--- src/rtl/writeback_group_arbiter_if.sv ---
// Writeback group bus: unit done/ack side plus the shared register-file
// writeback port.
interface writeback_group_arbiter_if #(
  parameter int NUM_UNITS = 4,
  parameter int ID_W      = 3,
  parameter int DATA_W    = 32,
  parameter int PHYS_W    = 6
);
  localparam int GW = $clog2(NUM_UNITS);

  logic [NUM_UNITS-1:0]        unit_done;
  logic [NUM_UNITS*ID_W-1:0]   unit_id;
  logic [NUM_UNITS*DATA_W-1:0] unit_data;
  logic [NUM_UNITS*PHYS_W-1:0] unit_phys_rd;
  logic [NUM_UNITS-1:0]        unit_ack;
  logic                        wb_valid;
  logic [ID_W-1:0]             wb_id;
  logic [DATA_W-1:0]           wb_data;
  logic [PHYS_W-1:0]           wb_phys_rd;
  logic                        wb_ready;
  logic [GW-1:0]               wb_grant_unit;

  modport slave (
    input  unit_done, unit_id, unit_data,
    input  unit_phys_rd, wb_ready,
    output unit_ack, wb_valid, wb_id,
    output wb_data, wb_phys_rd, wb_grant_unit
  );

  modport master (
    output unit_done, unit_id, unit_data,
    output unit_phys_rd, wb_ready,
    input  unit_ack, wb_valid, wb_id,
    input  wb_data, wb_phys_rd, wb_grant_unit
  );
endinterface

--- src/rtl/writeback_group_arbiter.sv ---
// Round-robin arbiter sharing one registered writeback port
// among the execution units of a writeback group.
module writeback_group_arbiter #(
  parameter int NUM_UNITS = 4,
  parameter int ID_W      = 3,
  parameter int DATA_W    = 32,
  parameter int PHYS_W    = 6
) (
  input logic                      clk,
  input logic                      rst,
  writeback_group_arbiter_if.slave bus
);
  localparam int GW = $clog2(NUM_UNITS);
  typedef logic [GW-1:0] idx_t;

  logic              valid_q, valid_d;
  logic [ID_W-1:0]   id_q, id_d;
  logic [DATA_W-1:0] data_q, data_d;
  logic [PHYS_W-1:0] phys_q, phys_d;
  idx_t              grant_q, grant_d;
  idx_t              ptr_q, ptr_d;

  logic                 load_en;
  logic                 found;
  logic                 grant;
  idx_t                 gnt;
  logic [GW:0]          sum;
  logic [NUM_UNITS-1:0] ack;

  assign load_en = !valid_q || bus.wb_ready;
  assign grant   = found && load_en && !rst;

  // Rotating scan: first done unit at or after the pointer wins
  always_comb begin
    found = 1'b0;
    gnt   = '0;
    sum   = '0;
    for (int j = 0; j < NUM_UNITS; j++) begin
      sum = {1'b0, ptr_q} + (GW+1)'(j);
      if (sum >= (GW+1)'(NUM_UNITS))
        sum = sum - (GW+1)'(NUM_UNITS);
      if (!found && bus.unit_done[sum[GW-1:0]]) begin
        found = 1'b1;
        gnt   = sum[GW-1:0];
      end
    end
  end

  always_comb begin
    ack = '0;
    if (grant) ack[gnt] = 1'b1;
  end

  always_comb begin
    valid_d = valid_q;
    id_d    = id_q;
    data_d  = data_q;
    phys_d  = phys_q;
    grant_d = grant_q;
    ptr_d   = ptr_q;
    if (load_en) begin
      valid_d = found;
      if (found) begin
        id_d    = bus.unit_id[gnt*ID_W +: ID_W];
        data_d  = bus.unit_data[gnt*DATA_W +: DATA_W];
        phys_d  = bus.unit_phys_rd[gnt*PHYS_W +: PHYS_W];
        grant_d = gnt;
        ptr_d   = (gnt == idx_t'(NUM_UNITS-1)) ?
                  '0 : gnt + idx_t'(1);
      end
    end
  end

  always_ff @(posedge clk) begin
    if (rst) begin
      valid_q <= 1'b0;
      id_q    <= '0;
      data_q  <= '0;
      phys_q  <= '0;
      grant_q <= '0;
      ptr_q   <= '0;
    end else begin
      valid_q <= valid_d;
      id_q    <= id_d;
      data_q  <= data_d;
      phys_q  <= phys_d;
      grant_q <= grant_d;
      ptr_q   <= ptr_d;
    end
  end

  assign bus.unit_ack      = ack;
  assign bus.wb_valid      = valid_q;
  assign bus.wb_id         = id_q;
  assign bus.wb_data       = data_q;
  assign bus.wb_phys_rd    = phys_q;
  assign bus.wb_grant_unit = grant_q;

  a_ack_onehot: assert property (
    @(posedge clk) $onehot0(ack));

  a_ack_done: assert property (
    @(posedge clk) (ack & ~bus.unit_done) == '0);

  a_stall_stable: assert property (
    @(posedge clk) disable iff (rst)
    (valid_q && !bus.wb_ready) |=>
      $stable({valid_q, id_q, data_q, phys_q, grant_q}));
endmodule

--- src/flat_wrapper.sv ---
// flat-port wrapper written by rule: the top's interface ports become plain ports
module writeback_group_arbiter_flat 
#(
  parameter int NUM_UNITS = 4,
  parameter int ID_W      = 3,
  parameter int DATA_W    = 32,
  parameter int PHYS_W    = 6
)
  (clk, rst, bus_unit_done, bus_unit_id, bus_unit_data, bus_unit_phys_rd, bus_wb_ready, bus_unit_ack, bus_wb_valid, bus_wb_id, bus_wb_data, bus_wb_phys_rd, bus_wb_grant_unit);
  writeback_group_arbiter_if #(.NUM_UNITS(NUM_UNITS), .ID_W(ID_W), .DATA_W(DATA_W), .PHYS_W(PHYS_W)) bus_i ();
  input logic clk;
  input logic rst;
  input wire logic [$bits(bus_i.unit_done)-1:0] bus_unit_done;
  input wire logic [$bits(bus_i.unit_id)-1:0] bus_unit_id;
  input wire logic [$bits(bus_i.unit_data)-1:0] bus_unit_data;
  input wire logic [$bits(bus_i.unit_phys_rd)-1:0] bus_unit_phys_rd;
  input wire logic [$bits(bus_i.wb_ready)-1:0] bus_wb_ready;
  output wire logic [$bits(bus_i.unit_ack)-1:0] bus_unit_ack;
  output wire logic [$bits(bus_i.wb_valid)-1:0] bus_wb_valid;
  output wire logic [$bits(bus_i.wb_id)-1:0] bus_wb_id;
  output wire logic [$bits(bus_i.wb_data)-1:0] bus_wb_data;
  output wire logic [$bits(bus_i.wb_phys_rd)-1:0] bus_wb_phys_rd;
  output wire logic [$bits(bus_i.wb_grant_unit)-1:0] bus_wb_grant_unit;
  assign bus_i.unit_done = bus_unit_done;
  assign bus_i.unit_id = bus_unit_id;
  assign bus_i.unit_data = bus_unit_data;
  assign bus_i.unit_phys_rd = bus_unit_phys_rd;
  assign bus_i.wb_ready = bus_wb_ready;
  assign bus_unit_ack = bus_i.unit_ack;
  assign bus_wb_valid = bus_i.wb_valid;
  assign bus_wb_id = bus_i.wb_id;
  assign bus_wb_data = bus_i.wb_data;
  assign bus_wb_phys_rd = bus_i.wb_phys_rd;
  assign bus_wb_grant_unit = bus_i.wb_grant_unit;
  writeback_group_arbiter #(.NUM_UNITS(NUM_UNITS), .ID_W(ID_W), .DATA_W(DATA_W), .PHYS_W(PHYS_W)) u_core (.clk(clk), .rst(rst), .bus(bus_i));
endmodule
--- config.mk ---
export PLATFORM = sky130hd
export DESIGN_NAME = writeback_group_arbiter_flat
export DESIGN_NICKNAME = d
export VERILOG_FILES = /design/src/rtl/writeback_group_arbiter_if.sv /design/src/rtl/writeback_group_arbiter.sv /design/src/flat_wrapper.sv
export SDC_FILE = /design/constraint.sdc
export NUM_CORES = 1
export LEC_CHECK = 0
export ABC_AREA = 1
export CAP_MARGIN = 10
export CELL_PAD_IN_SITES_DETAIL_PLACEMENT = 0
export CELL_PAD_IN_SITES_GLOBAL_PLACEMENT = 1
export CORE_MARGIN = 2
export CORE_UTILIZATION = 25
export CTS_BUF_LIST = sky130_fd_sc_hd__clkbuf_4 sky130_fd_sc_hd__clkbuf_8
export CTS_CLUSTER_DIAMETER = 200
export DETAILED_ROUTE_END_ITERATION = 16
export MAX_ROUTING_LAYER = met4
export PLACE_DENSITY = 0.81
export SLEW_MARGIN = 40
export SYNTH_ARGS = -nofsm -noshare
export SYNTH_HDL_FRONTEND = slang
export SYNTH_SLANG_ARGS = --single-unit
--- constraint.sdc ---
create_clock -name clk -period 2.7 [get_ports clk]
set_input_delay 0.54 -clock clk [delete_from_list [all_inputs] [get_ports clk]]
set_output_delay 0.54 -clock clk [all_outputs]
set_load 0.02 [all_outputs]
# [Word level (Yosys, flattened, before mapping)]
# Cells that the tools add are included.
[word_totals] regBits=46 in_bits=171 out_inout_bits=48 word_cells=67
[classes] n_addsub=8 multipliers=2 order_cmp=10 eq_ne=1 shift=3 n_mux=24 n_reduce_logical=13
[ops] op="128-bit by 8-bit variable part select with 32-bit output" count=1
[ops] op="24-bit by 6-bit variable part select with 6-bit output" count=1
[ops] op="2-bit 2-to-1 mux" count=9
[ops] op="2-bit by 3-bit < comparator with 1-bit output, second input constant" count=5
[ops] op="12-bit by 5-bit variable part select with 3-bit output" count=1
[ops] op="3-bit greater-or-equal comparator, second input constant" count=3
[ops] op="1-bit 2-to-1 mux" count=9
[ops] op="1-bit binary-select mux with 2-bit select" count=4
[ops] op="2-bit by 2-bit multiplier with 4-bit output, second input constant" count=2
[ops] op="2-bit by 1-bit subtractor with 2-bit output, second input constant" count=4
[ops] op="2-bit by 2-bit adder with 3-bit output, second input constant" count=2
[ops] op="1-bit logical AND" count=6
[ops] op="1-bit logical NOT" count=5
[ops] op="4-bit 2-to-1 mux" count=1
[ops] op="2-bit by 1-bit adder with 3-bit output, second input constant" count=1
[ops] op="2-bit by 3-bit greater-or-equal comparator with 1-bit output, second input constant" count=1
[ops] op="2-bit by 1-bit adder with 2-bit output, second input constant" count=1
[ops] op="1-bit demux with 2-bit select" count=1
[ops] op="2-bit == test, second input constant" count=1
[ops] op="2-bit by 1-bit greater-or-equal comparator with 1-bit output, second input constant" count=1
[ops] op="2-bit AND reduction" count=1
[ops] op="1-bit logical OR" count=1

# [Longest topological paths before layout]
[depth] depth_word=19 mapped_depth=18 mapped_depth_nobuf=15

# [Least setup slack after synthesis]
# Ideal clock, no wire load.
[synth_timing] path_kind="input to output" start="in bus_unit_done[3]" end="out bus_unit_ack[2]" arrival_time_ns=1.969 required_time_ns=2.160 path_slack_ns=0.191 path_stages=14 cell_sequence="inv_1 -> nand2_1 -> nand3_1 -> nand2_1 -> nor2_4 -> nand2_1 -> nand2_1 -> inv_1 -> nand2_2 -> buf_6 -> buf_2 -> ha_1 -> inv_1 -> nor2_1"
[synth_between] elab_chain_len=17 word_cells_on_any_way=30 cone_classes="order compare: 2; mux: 19; reduce/logical: 9"
[synth_lines] element="start, declared" line="flat_wrapper.sv:13" source="input wire logic [$bits(bus_i.unit_done)-1:0] bus_unit_done;"
[synth_lines] element="1-bit binary-select mux with 2-bit select" line="writeback_group_arbiter.sv:42" source="if (!found && bus.unit_done[sum[GW-1:0]]) begin"
[synth_lines] element="1-bit 2-to-1 mux (not written as such)" line="writeback_group_arbiter.sv:42"
[synth_lines] element="1-bit 2-to-1 mux" line="writeback_group_arbiter.sv:42"
[synth_lines] element="1-bit logical NOT" line="writeback_group_arbiter.sv:42"
[synth_lines] element="1-bit logical AND" line="writeback_group_arbiter.sv:42"
[synth_lines] element="1-bit 2-to-1 mux" line="writeback_group_arbiter.sv:42"
[synth_lines] element="1-bit logical NOT" line="writeback_group_arbiter.sv:42"
[synth_lines] element="1-bit logical AND" line="writeback_group_arbiter.sv:42"
[synth_lines] element="1-bit 2-to-1 mux" line="writeback_group_arbiter.sv:42"
[synth_lines] element="1-bit logical NOT" line="writeback_group_arbiter.sv:42"
[synth_lines] element="1-bit logical AND" line="writeback_group_arbiter.sv:42"
[synth_lines] element="2-bit 2-to-1 mux" line="writeback_group_arbiter.sv:42"
[synth_lines] element="2-bit by 3-bit < comparator with 1-bit output (not written as such) or 2-bit by 1-bit greater-or-equal comparator with 1-bit output (tied branches)" line="writeback_group_arbiter.sv:51" source="if (grant) ack[gnt] = 1'b1;"
[synth_lines] element="1-bit logical AND (not written as such)" line="writeback_group_arbiter.sv:51"
[synth_lines] element="1-bit 2-to-1 mux (not written as such)" line="writeback_group_arbiter.sv:51"
[synth_lines] element="1-bit demux with 2-bit select"
[synth_lines] element="4-bit 2-to-1 mux (*)" line="writeback_group_arbiter.sv:51"
[synth_lines] element="end, declared" line="flat_wrapper.sv:18" source="output wire logic [$bits(bus_i.unit_ack)-1:0] bus_unit_ack;"
# Every way passes the cells marked *; elsewhere a longest branch is shown, timed or not. The select of a mux whose other input is x is not followed.

# [Worst setup path after layout]
[layout_timing] start="reg u_core.ptr_q[0]" end="out bus_unit_ack[0]"
[layout_between] elab_chain_len=19 word_cells_on_any_way=45 cone_classes="add/sub: 7; order compare: 6; mux: 23; reduce/logical: 9"
[layout_lines] element="start, declared" line="writeback_group_arbiter.sv:21" source="idx_t ptr_q, ptr_d;"
[layout_lines] element="start signal, assigned" line="writeback_group_arbiter.sv:88" source="ptr_q <= ptr_d;"
[layout_lines] element="parallel branches: the longest is 18 deep, another holds 2-bit by 1-bit adder with 3-bit output"
[layout_lines] element="4-bit 2-to-1 mux (*)" line="writeback_group_arbiter.sv:51"
# Mark *: on every way between the ends. The select of a mux whose other input is x is not followed.

==> reports/results.tsv <==
stage	metric	value	unit
synth	area leader, netlist	dfxtp_1	
timing	period utilization	95.3	%
worst_setup_path	Worst Path Required	2160	ps
power	Pwr Total	8.25	mW
cells_and_area	layout cells sized above 1	9.30	%
detailed_routing	Detailed Route WL	15500	um
worst_setup_path	Worst Setup Path Type	register to output pin	
detailed_routing	drt first-iter violations	238	
timing	Fin. Hold Viols	0	
timing	highest clock rate	0.389	GHz
clocking	H-tree Lvls	2	
timing	Worst Max-Slew Pin Slew	595	ps
floorplan	row count	45	
grt	first-pass GRT wire length	25300	um
placement	hpwl dp	11200	um
clocking	root buf cell	clkbuf_8	
detailed_routing	Vias	5060	
timing	Max transition margin	60.3	%
placement	Final Wtd Congestion	0.827	
detailed_routing	Antenna Nets Post-Route	0	
power	pwr dens	1270	nW/um2
cells_and_area	diode count	0	
detailed_routing	wire length per cell	14.0	um
floorplan	Chip Width	128	um
synth	synthesized instance count	716	
hold_path	worst hold-check path type	register to register	
placement	placed cell count	1100	
detailed_routing	router iterations before antenna repair	4	
cells_and_area	Final Instance Count excl. Fillers	1113	
synth	synthesis-stage register bit count	46	
clocking	Num CTS Buffers	5	
clocking	CTS tree	done	
timing	Clock Skews	9.96	ps
grt	GR Util All Layers	19.7	%
timing	final setup vio count	0	
grt	largest net degree at the start of global routing	45	
worst_setup_path	Worst Setup End Kind	output pin	
synth	share of the synthesized area in the top cell type	23.8	%
synth	Synth Net Count	888	
timing	RSZ-0062 raised after global routing	yes	
floorplan	Initial Util	25.5	%
synth	unique cell type count in the Yosys netlist	23	
synth	Post-Syn Area per Cell	5.40	um2
synth	yosys warns	0	
synth	largest cells by area after synthesis	dfxtp_1 (24%), nand2_1 (22%), inv_1 (11%), nand3_1 (10%), nand4_1 (9.7%)	
floorplan	die height	128	um
detailed_routing	Via density	4.55	
timing	setup total negative slack	0	ps
placement	Port Buffers	218	
synth	register area share after synthesis	23.8	%
power	Leakage Power	3.35	nW
timing	Final Max Slew Viols	0	
grt	Congestion Overflow GR	0	
clocking	CTS clk-pin slew, worst paths	90	ps
worst_setup_path	arrival time worst endpoint	2030	ps
synth	Mapped Area	3870	um2
cells_and_area	Area Overhead vs Synth	68.0	%
grt	initial antenna violation count	0	
worst_setup_path	startpoint types	register	
power	VDD IR-drop max	951	uV
clocking	CTS Buffer Depth	2	
clocking	latest clock arrival within the worst-skew pair	320	ps
clocking	Hold Buf Count CTS	0	
worst_setup_path	crit-path max FO	8	
run	max_cap viols	0	
timing	Final min period	2570	ps
grt	number of global-route vias before repair	4998	
floorplan	full die area	16500	um2
clocking	Clock Sinks	46	
floorplan	total core area	15100	um2
cells_and_area	Fill cells	1639	
cells_and_area	Nets	1096	
detailed_routing	Residual DRC	0	
floorplan	Top Ports	219	
run_status	status	completed	
cells_and_area	post-layout util	42.9	%
==> placed cells by master (no fill, tap or decap) <==
master and instances:
a21oi_1 3, buf_12 3, buf_2 1, buf_4 30
buf_6 3, bufinv_16 1, clkbuf_8 5, clkdlybuf4s50_1 210
clkinv_2 2, dfxtp_1 45, dfxtp_2 1, dlygate4sd2_1 4
ha_4 1, inv_1 111, inv_2 7, inv_6 1
nand2_1 220, nand2_2 15, nand3_1 74, nand3_2 6
nand3_4 1, nand4_1 60, nor2_1 84, nor2_2 4
nor2_4 3, nor3_2 1, o21ai_0 26, o21ai_1 2
o21ai_2 1
==> area by class of cell <==
cell class	count	area, um2	share of cell area [%]
repair buffers	251	2460	37.9
multi-input cells	501	2320	35.7
flip-flops and latches	46	922	14.2
inverters	119	452	6.95
well taps	188	235	3.62
clock buffers	5	68.8	1.06
clock inverters	3	40.0	0.616
==> final timing paths <==
kind / startpoint / to / slack (ps) / depth (start not counted)
hold reg to reg: u_core.bus.wb_grant_unit[0] / u_core.bus.wb_grant_unit[0] / 490 / 2
hold / removal: u_core.bus.wb_grant_unit[0] / u_core.bus.wb_grant_unit[0] / 490 / 2
setup reg to reg: u_core.ptr_q[0] / u_core.bus.wb_data[15] / 310 / 16
setup / recovery: u_core.ptr_q[0] / bus_unit_ack[0] / 130 / 12
==> cells by family (layout without fill, tap and decap cells) <==
logic type               after synthesis  after routing  synth area share (%)
AO/OA/AOI/OAI                         32             32                  4.14
adder cells (fa/ha/maj)                1              1                 0.324
buffers and inverters                169            378                  18.6
flip-flops                            46             46                  23.8
AND/OR/NAND/NOR                      468            468                  53.1
==> what timing repair did <==
action | in CTS | in global routing
setup endpoints to repair | 17 | 23
setup buffers | 4 | 1
gates resized for setup | 45 | 12
pin swaps | 13 | 5
==> power by group <==
part	internal (mW)	switching, mW
Sequential	0.970	0.132
Combinational	2.49	4.12
Clock	0.273	0.271
Total	3.73	4.52
==> sequential cells by signal, indices dropped and copies added (netlist names) <==
signal                    count
u_core.bus.wb_valid           1
u_core.bus.wb_grant_unit      2
u_core.ptr_q                  2
u_core.bus.wb_phys_rd         6
u_core.bus.wb_id              3
u_core.bus.wb_data           32
==> stage by stage <==
step           area [um2]  worst slack (ps)  hold WS, ps
6_report             6490               127          495
5_1_grt              6490             -19.7          520
4_1_cts              6440              20.5          499
3_5_place_dp         6260              -566          487
3_3_place_gp         6260              -512          486
2_1_floorplan        3870               191          545
==> cells in the mapped netlist, drive strengths merged <==
library cell  instances
o21ai                29
nand3                81
clkbuf               18
nand2               235
nor3                  1
nor2                 91
buf                  32
inv                 119
dfxtp                46
nand4                60
ha                    1
a21oi                 3
==> critical path, cell delays in order (launching register included) <==
cell and delay [ps]:
dfxtp_2 340, buf_12 140, buf_4 130, nand2_1 60, nand2_2 80, buf_4 140
nand2_1 50, o21ai_0 70, nand4_1 110, nand2_2 110, buf_4 170, nor3_2 160
buf_4 160
==> layer usage <==
metal | track usage (%) | wire (um) | up-vias
li1 | - | - | 2642
met1 | 23.3 | 6740 | 2247
met2 | 34.1 | 7540 | 153
met3 | 4.82 | 1050 | 18
met4 | 4.14 | 208 | 0
met5 | - | 0 | -
(Power assumes the default switching activity.)
